### config.mk
export PLATFORM = sky130hd
export DESIGN_NAME = uart_mem_loader
export DESIGN_NICKNAME = d
export VERILOG_FILES = /design/src/rtl/uart_pkg.sv /design/src/rtl/uart_rx_core.sv /design/src/rtl/uart_mem_loader.sv
export SDC_FILE = /design/constraint.sdc
export NUM_CORES = 1
export LEC_CHECK = 0
export ABC_AREA = 1
export CAP_MARGIN = 20
export CORE_MARGIN = 1.5
export CORE_UTILIZATION = 30
export CTS_CLUSTER_DIAMETER = 100
export DETAILED_ROUTE_END_ITERATION = 6
export PLACE_DENSITY = 0.55
export SYNTH_ARGS = -nofsm -noshare
export SYNTH_HDL_FRONTEND = slang
export SYNTH_SLANG_ARGS = --single-unit
### constraint.sdc
create_clock -name clk -period 2.33 [get_ports clk]
set_input_delay 0.466 -clock clk [delete_from_list [all_inputs] [get_ports clk]]
set_output_delay 0.466 -clock clk [all_outputs]
set_load 0.02 [all_outputs]
### src/rtl/uart_pkg.sv
// +--------------------------------------------------------------------------+
// | uart_pkg -- shared loader/receiver state encodings and 8N1 constants      |
// | Rev 1.0                                                                   |
// +--------------------------------------------------------------------------+
`default_nettype none

package uart_pkg;

    typedef enum logic [2:0] {
        LD_IDLE   = 3'd0,
        LD_LEN_LO = 3'd1,
        LD_LEN_HI = 3'd2,
        LD_DATA   = 3'd3,
        LD_WRITE  = 3'd4,
        LD_CHECK  = 3'd5,
        LD_DONE   = 3'd6,
        LD_ERROR  = 3'd7
    } loader_state_t;

    typedef enum logic [1:0] {
        RX_IDLE  = 2'd0,
        RX_START = 2'd1,
        RX_DATA  = 2'd2,
        RX_STOP  = 2'd3
    } rx_state_t;

    localparam logic [7:0]  SYNC_BYTE_DEF    = 8'hA5;
    localparam int unsigned DATA_BITS        = 8;
    localparam int unsigned STOP_BITS        = 1;
    localparam int unsigned DEF_CLKS_PER_BIT = 434;

endpackage

`default_nettype wire

### src/rtl/uart_rx_core.sv
// +--------------------------------------------------------------------------+
// | uart_rx_core -- 8N1 serial receiver with mid-bit sampling                 |
// | Rev 1.0                                                                   |
// +--------------------------------------------------------------------------+
`default_nettype none

module uart_rx_core
    import uart_pkg::*;
#(
    parameter int unsigned CLKS_PER_BIT = DEF_CLKS_PER_BIT
) (
    input  logic       clk,
    input  logic       rst_n,
    input  logic       rx,
    output logic       byte_valid,
    output logic [7:0] rx_byte,
    output logic       frame_err
);

    localparam int unsigned CW   = $clog2(CLKS_PER_BIT + 1);
    localparam int unsigned HALF = CLKS_PER_BIT / 2;

    logic            meta_q, sync_q, prev_q;
    rx_state_t       state_q, state_d;
    logic [CW-1:0]   cnt_q, cnt_d;
    logic [2:0]      bit_q, bit_d;
    logic [7:0]      shift_q, shift_d;
    logic            valid_q, valid_d;
    logic            ferr_q, ferr_d;

    always_ff @(posedge clk or negedge rst_n) begin
        if (!rst_n) begin
            meta_q  <= 1'b1;
            sync_q  <= 1'b1;
            prev_q  <= 1'b1;
            state_q <= RX_IDLE;
            cnt_q   <= '0;
            bit_q   <= '0;
            shift_q <= '0;
            valid_q <= 1'b0;
            ferr_q  <= 1'b0;
        end else begin
            meta_q  <= rx;
            sync_q  <= meta_q;
            prev_q  <= sync_q;
            state_q <= state_d;
            cnt_q   <= cnt_d;
            bit_q   <= bit_d;
            shift_q <= shift_d;
            valid_q <= valid_d;
            ferr_q  <= ferr_d;
        end
    end

    // A start needs a high-to-low edge, so a low line left by a bad stop bit cannot retrigger.
    always_comb begin
        state_d = state_q;
        cnt_d   = cnt_q + 1'b1;
        bit_d   = bit_q;
        shift_d = shift_q;
        valid_d = 1'b0;
        ferr_d  = 1'b0;
        case (state_q)
            RX_IDLE: begin
                cnt_d = '0;
                if (prev_q && !sync_q) state_d = RX_START;
            end
            RX_START: begin
                if (cnt_q == CW'(HALF - 1)) begin
                    cnt_d   = '0;
                    bit_d   = '0;
                    state_d = sync_q ? RX_IDLE : RX_DATA;
                end
            end
            RX_DATA: begin
                if (cnt_q == CW'(CLKS_PER_BIT - 1)) begin
                    cnt_d   = '0;
                    shift_d = {sync_q, shift_q[7:1]};
                    bit_d   = bit_q + 1'b1;
                    if (bit_q == 3'(DATA_BITS - 1)) state_d = RX_STOP;
                end
            end
            RX_STOP: begin
                if (cnt_q == CW'(CLKS_PER_BIT - 1)) begin
                    cnt_d   = '0;
                    state_d = RX_IDLE;
                    valid_d = sync_q;
                    ferr_d  = !sync_q;
                end
            end
            default: state_d = RX_IDLE;
        endcase
    end

    assign byte_valid = valid_q;
    assign rx_byte    = shift_q;
    assign frame_err  = ferr_q;

endmodule

`default_nettype wire

### src/rtl/uart_mem_loader.sv
// +--------------------------------------------------------------------------+
// | uart_mem_loader -- serial program-image loader driving a memory write bus |
// | Rev 1.0                                                                   |
// +--------------------------------------------------------------------------+
`default_nettype none

module uart_mem_loader
    import uart_pkg::*;
#(
    parameter int unsigned CLKS_PER_BIT = DEF_CLKS_PER_BIT,
    parameter logic [15:0] BASE_ADDR    = 16'h0000,
    parameter int unsigned MAX_WORDS    = 1024,
    parameter logic [7:0]  SYNC_BYTE    = SYNC_BYTE_DEF
) (
    input  logic        clk,
    input  logic        rst_n,
    input  logic        Rx,
    output logic [15:0] address,
    output logic [31:0] w_data,
    output logic        we,
    output logic        busy,
    output logic        done,
    output logic        error,
    output logic        cpu_hold
);

    logic       byte_valid, frame_err;
    logic [7:0] rx_byte;

    uart_rx_core #(.CLKS_PER_BIT(CLKS_PER_BIT)) u_rx (
        .clk        (clk),
        .rst_n      (rst_n),
        .rx         (Rx),
        .byte_valid (byte_valid),
        .rx_byte    (rx_byte),
        .frame_err  (frame_err)
    );

    loader_state_t state_q, state_d;
    logic [15:0]   address_q, address_d;
    logic [31:0]   w_data_q, w_data_d;
    logic          busy_q, busy_d, done_q, done_d, error_q, error_d, hold_q, hold_d;
    logic [7:0]    chk_q, chk_d, len_lo_q, len_lo_d;
    logic [1:0]    idx_q, idx_d;
    logic [15:0]   remain_q, remain_d;
    logic [15:0]   len_w;

    always_ff @(posedge clk or negedge rst_n) begin
        if (!rst_n) begin
            state_q   <= LD_IDLE;
            address_q <= BASE_ADDR;
            w_data_q  <= '0;
            busy_q    <= 1'b0;
            done_q    <= 1'b0;
            error_q   <= 1'b0;
            hold_q    <= 1'b0;
            chk_q     <= '0;
            len_lo_q  <= '0;
            idx_q     <= '0;
            remain_q  <= '0;
        end else begin
            state_q   <= state_d;
            address_q <= address_d;
            w_data_q  <= w_data_d;
            busy_q    <= busy_d;
            done_q    <= done_d;
            error_q   <= error_d;
            hold_q    <= hold_d;
            chk_q     <= chk_d;
            len_lo_q  <= len_lo_d;
            idx_q     <= idx_d;
            remain_q  <= remain_d;
        end
    end

    assign len_w = {rx_byte, len_lo_q};

    always_comb begin
        state_d   = state_q;
        address_d = address_q;
        w_data_d  = w_data_q;
        busy_d    = busy_q;
        done_d    = done_q;
        error_d   = error_q;
        hold_d    = hold_q;
        chk_d     = chk_q;
        len_lo_d  = len_lo_q;
        idx_d     = idx_q;
        remain_d  = remain_q;
        case (state_q)
            LD_IDLE, LD_DONE, LD_ERROR: begin
                if (byte_valid && rx_byte == SYNC_BYTE) begin
                    done_d    = 1'b0;
                    error_d   = 1'b0;
                    busy_d    = 1'b1;
                    hold_d    = 1'b1;
                    address_d = BASE_ADDR;
                    chk_d     = '0;
                    idx_d     = '0;
                    state_d   = LD_LEN_LO;
                end
            end
            LD_LEN_LO: begin
                if (byte_valid) begin
                    len_lo_d = rx_byte;
                    state_d  = LD_LEN_HI;
                end
            end
            LD_LEN_HI: begin
                if (byte_valid) begin
                    remain_d = len_w;
                    if (len_w == 16'd0) begin
                        state_d = LD_CHECK;
                    end else if (32'(len_w) > MAX_WORDS) begin
                        state_d = LD_ERROR;
                        error_d = 1'b1;
                        busy_d  = 1'b0;
                        hold_d  = 1'b0;
                    end else begin
                        state_d = LD_DATA;
                    end
                end
            end
            LD_DATA: begin
                if (byte_valid) begin
                    w_data_d[{idx_q, 3'b000} +: 8] = rx_byte;
                    chk_d = chk_q ^ rx_byte;
                    idx_d = idx_q + 1'b1;
                    if (idx_q == 2'd3) state_d = LD_WRITE;
                end
            end
            LD_WRITE: begin
                address_d = address_q + 16'd4;
                remain_d  = remain_q - 16'd1;
                state_d   = (remain_q == 16'd1) ? LD_CHECK : LD_DATA;
            end
            LD_CHECK: begin
                if (byte_valid) begin
                    busy_d = 1'b0;
                    hold_d = 1'b0;
                    if (rx_byte == chk_q) begin
                        done_d  = 1'b1;
                        state_d = LD_DONE;
                    end else begin
                        error_d = 1'b1;
                        state_d = LD_ERROR;
                    end
                end
            end
            default: state_d = LD_IDLE;
        endcase
        // A broken serial frame anywhere inside a load aborts it; completed writes stay.
        if (frame_err && state_q inside {LD_LEN_LO, LD_LEN_HI, LD_DATA, LD_WRITE, LD_CHECK}) begin
            state_d = LD_ERROR;
            error_d = 1'b1;
            busy_d  = 1'b0;
            hold_d  = 1'b0;
        end
    end

    assign address  = address_q;
    assign w_data   = w_data_q;
    assign we       = (state_q == LD_WRITE);
    assign busy     = busy_q;
    assign done     = done_q;
    assign error    = error_q;
    assign cpu_hold = hold_q;

endmodule

`default_nettype wire

; ---- Word level (Yosys, flattened, before mapping)
; Index checks and enable logic that the tools add are counted.
[op_classes]
n_div = 0
bitwise = 1
shifts = 2
order_cmp = 1
mux = 58
n_eq_ne = 36
reduce_logical = 28
addsub = 6
n_mul = 0
[ops]
columns = op, count
row1 = 16-bit case mux with 2 select lines, 2
row2 = 3-bit two-way mux, 12
row3 = 32-bit bitwise mux, 1
row4 = 16-bit two-way mux, 2
row5 = "8-bit by 7-bit variable shift with 32-bit output, first input constant", 1
row6 = 8-bit by 7-bit indexed part select with 32-bit output, 1
row7 = 9-bit case mux with 3 select lines, 1
row8 = 1-bit two-way mux, 20
row9 = 9-bit two-way mux, 2
row10 = 3-bit case mux with 6 select lines, 1
row11 = "16-bit by 3-bit adder with 16-bit output, second input constant", 1
row12 = "16-bit by 1-bit equality test with 1-bit output, second input constant", 1
row13 = "16-bit by 11-bit greater-than comparator with 1-bit output, second input constant", 1
row14 = 16-bit zero test, 1
row15 = 2-bit two-way mux, 8
row16 = 8-bit two-way mux, 2
row17 = "2-bit by 1-bit != test with 1-bit output, second input constant", 8
row18 = 8-bit case mux with 2 select lines, 1
row19 = "16-bit by 1-bit subtractor with 16-bit output, second input constant", 1
row20 = "3-bit equality test, second input constant", 5
row21 = "3-bit by 1-bit != test with 1-bit output, second input constant", 4
row22 = "3-bit by 2-bit != test with 1-bit output, second input constant", 4
row23 = 6-bit AND reduction, 2
row24 = 2-bit AND reduction, 5
row25 = 33 further kinds, 45
[word_totals]
latchBits = 0
rom_bits = 0
register_bits = 115
memories = 0
in_bits = 3
ramBits = 0

; ---- Longest topological paths before layout
[depth]
ltp_word = 6
ltp_mapped = 12
depth_no_buf = 11

; ---- By module
; Synthesis repeated with hierarchy kept, for this count alone.
[hier_totals]
hier_cells = 771
hier_area_um2 = 6117.1
[by_module_without_submodules]
columns = module, area_each_um2, n_inst, cells_per_inst
row1 = uart_mem_loader, 4842.1, 1, 636
row2 = uart_rx_core, 1275.0, 1, 135

; ---- Worst setup path after synthesis
; Ideal clock, no wire load.
[synth_path]
kind = reg-to-reg
start = register idx_q[0]
end = register w_data_q[16], in the netlist w_data[16]
slack_ps = 376
t_required_ps = 2253
stages_incl_launch_ff = 8
period_less_slack_ps = 1954
arrival_time_ps = 1877
cell_sequence = dfrtp_1 > clkbuf_1 > inv_1 > ha_1 > inv_1 > nor3_1 > nand2_1 > a21oi_1
[synth_between]
elab_chain_cells = 3
word_cells_on_any_way = 4
[synth_lines]
columns = item, line_no
row1 = start: declaration, uart_mem_loader.sv:44  ; logic [1:0] idx_q, idx_d;
row2 = start signal: assignment, uart_mem_loader.sv:71  ; idx_q <= idx_d;
row3 = 5-bit negator with 7-bit output *, uart_mem_loader.sv:126  ; w_data_d[{idx_q, 3'b000} +: 8] = rx_byte;
row4 = 8-bit by 7-bit indexed part select with 32-bit output or 8-bit by 7-bit variable shift with 32-bit output (tied branches), uart_mem_loader.sv:126
row5 = 32-bit bitwise mux *, uart_mem_loader.sv:126
row6 = end signal: assignment, uart_mem_loader.sv:64  ; w_data_q <= w_data_d;
row7 = end: declaration, uart_mem_loader.sv:41  ; logic [31:0] w_data_q, w_data_d;
; Mark *: on every way between the ends. The rest lies on a longest branch, timed or not.
; A chain may end at the register's enable or synchronous reset.

; ---- Worst setup path after layout
[layout_path]
start = register state_q[1]
end = output port we
[layout_between]
elab_chain_cells = 1
[layout_lines]
columns = item, line_no
row1 = start: declaration, uart_mem_loader.sv:39  ; loader_state_t state_q, state_d;
row2 = start signal: assignment, uart_mem_loader.sv:62  ; state_q <= state_d;
row3 = 3-bit equality test, uart_mem_loader.sv:163  ; assign we = (state_q == LD_WRITE);
row4 = end: declaration, uart_mem_loader.sv:20  ; output logic we,
; Every way passes these cells.

==> metrics.md <==
| Metric | Value |
|---|---|
| Fillcell total | `1975` |
| Worst setup SP type | `register` |
| Standard-cell row count | `51` |
| Post-synth top cells | `nand2_1 (195), dfrtp_1 (110), inv_1 (87), nor2_1 (87), nand3_1 (59)` |
| Critical path class | `reg -> out` |
| Crit-path max FO | `4` |
| Die ar. | `20400 um2` |
| Drt initial violations | `328` |
| P_int | `3940 uW` |
| Routed wire length | `14.6 mm` |
| Clk pwr share | `53.9%` |
| RSZ-0062 raised after global routing | `no` |
| Synth Register Bits | `113` |
| Synth warn | `0` |
| Area grow syn2layout | `24.1%` |
| CP max stage cell | `dfrtp_1` |
| DRC | `0` |
| Clock sink count | `113` |
| Vias in the first global route | `4974` |
| Drt via density | `4.60` |
| Core Box Area | `19300 um2` |
| Crit-path leading delay family | `buffers and inverters` |
| Gate power share | `5.7%` |
| Synth Flop Type | `dfrtp_1` |
| Switching share of power | `22.4%` |
| Post-synth ARST share | `100%` |
| Register area | `2830 um2` |
| Pins over their slew limit | `0` |
| CTS root buf | `clkbuf_16` |
| Routed len/inst | `13.4 um` |
| Crit path required time | `1.86 ns` |
| Worst setup endpoint | `we` |
| RR Startpoint | `state_q[1]` |
| Unique masters post-synth | `39` |
| Flop2flop setup slack | `0.48 ns` |
| Cells after Synth | `754` |
| First-pass detailed-route iteration total | `7` |
| VDD IR max | `0.525 mV` |
| Count of final setup violators | `0` |
| Worst-Skew Late Latency | `0.41 ns` |
| Static Leak | `0.00351 uW` |
| Smallest hold slack | `0.0179 ns` |
| Pwr dens | `695 nW/um2` |
| Largest family of logic cells by synthesized area | `simple AND/OR/NAND/NOR gates` |
| Area leader, netlist | `dfrtp_1` |
| Post-synth EDFFs | `0` |
| Slew @ Worst Pin | `0.608 ns` |
| GRT Overall Usage | `15.4%` |
| Tightest Hold Check Type | `in -> async` |
| ANT cells | `0` |
| Area share of fa/ha/maj cells after synthesis | `2.77%` |
| Dpl hpwl | `10.0 mm` |
| Tcrit/Tclk final | `87.9%` |
| Final nets | `829` |
| Crit path buf inv count | `2` |
| IO Pins | `56` |
| Flop pwr share | `40.4%` |
| Worst r2r dst | `address[12]` |
| Xor-xnor portion of the synthesized cell area | `1.19%` |
| CTS tree | `built` |
| Post-synthesis simple-gate area fraction | `28.3%` |
| Outcome | `finished, final reports clean` |
| Register area share after synthesis | `48.2%` |
| Post-synth top area share | `46.8%` |
| Final GP Congestion | `0.816` |
| Hold-fix buffers, CTS | `0` |
| Final hold vios | `0` |
| Register-to-Register Path Depth | `7` |
| # Max-Cap Violations | `0` |
| Sw power | `1140 uW` |
| Mapped cell area | `5880 um2` |
| Setup TNS | `0 ns` |
| Via count | `5012` |
| Critical path launch point | `state_q[1]` |
| Die Span X | `143 um` |
| Die H | `143 um` |
| Clock Path Buffers | `2` |
| Remaining Overflow, GRT | `0` |
| Levels on crit path | `4` |
| Mapped Avg Cell Area | `7.80 um2` |
| Post-route antenna net violation count | `0` |
| H-tree levels | `4` |
| Share of cells above drive strength 1 | `8.00%` |
| IO buf count | `53` |
| Clk_skew | `0.00980 ns` |
| Critical path cell sequence | `inv_1, nand2_1, nor2_2, dlygate4sd2_1` |
| Largest net degree at the start of global routing | `47` |
| Mux cell area share after synthesis | `0.170%` |
| Tmin final | `2.05 ns` |
| Count leader, synth | `nand2_1` |
| Synth area leaders | `dfrtp_1 (47%), nand2_1 (12%), inv_1 (5.6%)` |
| Crit path DAT | `1.58 ns` |
| Delay of the slowest cell on the worst path | `0.40 ns` |
| Final Power | `5070 uW` |
| Global-route wire length before repair | `24.7 mm` |
| Area of the multi-input gates | `2550 um2` |
| Compound-Gate Fraction of Synth Area | `10.9%` |
| Num CTS Buffers | `17` |
| Initial core utilization | `30.4%` |
| Slew headroom | `59.4%` |
| Placed Area | `6680 um2` |
| Initial antenna violation count | `0` |
| Worst-path clk slew | `0.05 ns` |
| Crit end category | `output pin` |
| Fmax | `488 MHz` |
| Finished Cell Area | `7300 um2` |
| Layout Utilization | `37.7%` |
[worst min path at each step]
stage | endpoint | cells after the start
after floorplan | address[10] | 0
after global placement | u_rx.sync_q | 0
after detailed placement | u_rx.sync_q | 0
after CTS | u_rx.cnt_q[1] | 1
after global routing | w_data[7] | 1
final | u_rx.cnt_q[1] | 1
[through the flow]
step / instances / setup WS (ns)
floorplan: 755 / 0.376
CTS: 1090 / 0.234
finish: 1090 / 0.282
global placement: 1059 / 0.412
global route: 1090 / 0.192
detailed placement: 1059 / 0.387
[power groups by stage]
stage / Sequential (uW) / Combinational [uW] / Clock (uW)
after detailed placement: 2080 / 297 / 0
final: 2050 / 291 / 2730
after floorplan: 2070 / 200 / 0
after global placement: 2080 / 296 / 0
after CTS: 2050 / 298 / 2780
after global routing: 2050 / 343 / 2890
[cells in the final DEF, fill, tap and decap left out, types with 3 or more instances in the layout]
| cell type | instances |
|---|---|
| a21oi_1 | 37 |
| nor2_1 | 87 |
| o21ai_1 | 3 |
| nor2_4 | 4 |
| nand2_2 | 3 |
| o22ai_1 | 11 |
| ha_1 | 13 |
| inv_1 | 87 |
| buf_4 | 10 |
| o21ai_0 | 56 |
| xor2_1 | 7 |
| o211ai_1 | 6 |
| nand2_1 | 195 |
| bufinv_16 | 4 |
| clkbuf_16 | 17 |
| dfrtp_1 | 110 |
| nor2_2 | 5 |
| nand4_1 | 7 |
| nand3_1 | 59 |
| nor3_1 | 13 |
| dfstp_2 | 3 |
| clkdlybuf4s50_1 | 51 |
| inv_2 | 5 |
| clkinv_2 | 3 |
[flip-flops by register name (all words and copies together), names as in the netlist, 2 cells and up]
| register | count |
|---|---|
| u_rx.bit_q | 3 |
| u_rx.cnt_q | 9 |
| remain_q | 16 |
| u_rx.rx_byte | 8 |
| state_q | 3 |
| idx_q | 2 |
| len_lo_q | 8 |
| w_data | 32 |
| u_rx.state_q | 2 |
| chk_q | 8 |
| address | 14 |
[cell type report]
class | count | area share, %
well taps | 265 | 4.54
flip-flops and latches | 113 | 38.8
multi-input cells | 526 | 35.0
clock inverters | 10 | 2.18
inverters | 92 | 4.73
repair buffers | 63 | 8.42
clock buffers | 21 | 6.31
[timing repair]
item | 4_1_cts | 5_1_grt
endpoints found under the setup margin | 1 | 0
resized for setup | 1 | 0
buffers inserted | 0 | 0
hold endpoints to repair | 0 | 0
[routing by layer]
metal	GRT usage, %	part of all wire, %	vias to the layer above
li1	-	-	2547
met1	21.3	50	2355
met2	23.9	45	90
met3	3.09	3.7	20
met4	5.37	1.6	0
met5	0	0	-
[cells by family (layout without fill, tap and decap cells)]
group	Yosys count	in the layout
multiplexers	1	1
AO/OA/AOI/OAI	119	119
buffers and inverters	116	186
flip-flops	113	113
XOR/XNOR	8	8
adder cells (fa/ha/maj)	13	13
other	1	2
AND/OR/NAND/NOR	383	383
Note: power is estimated with default switching activity, not from simulation.
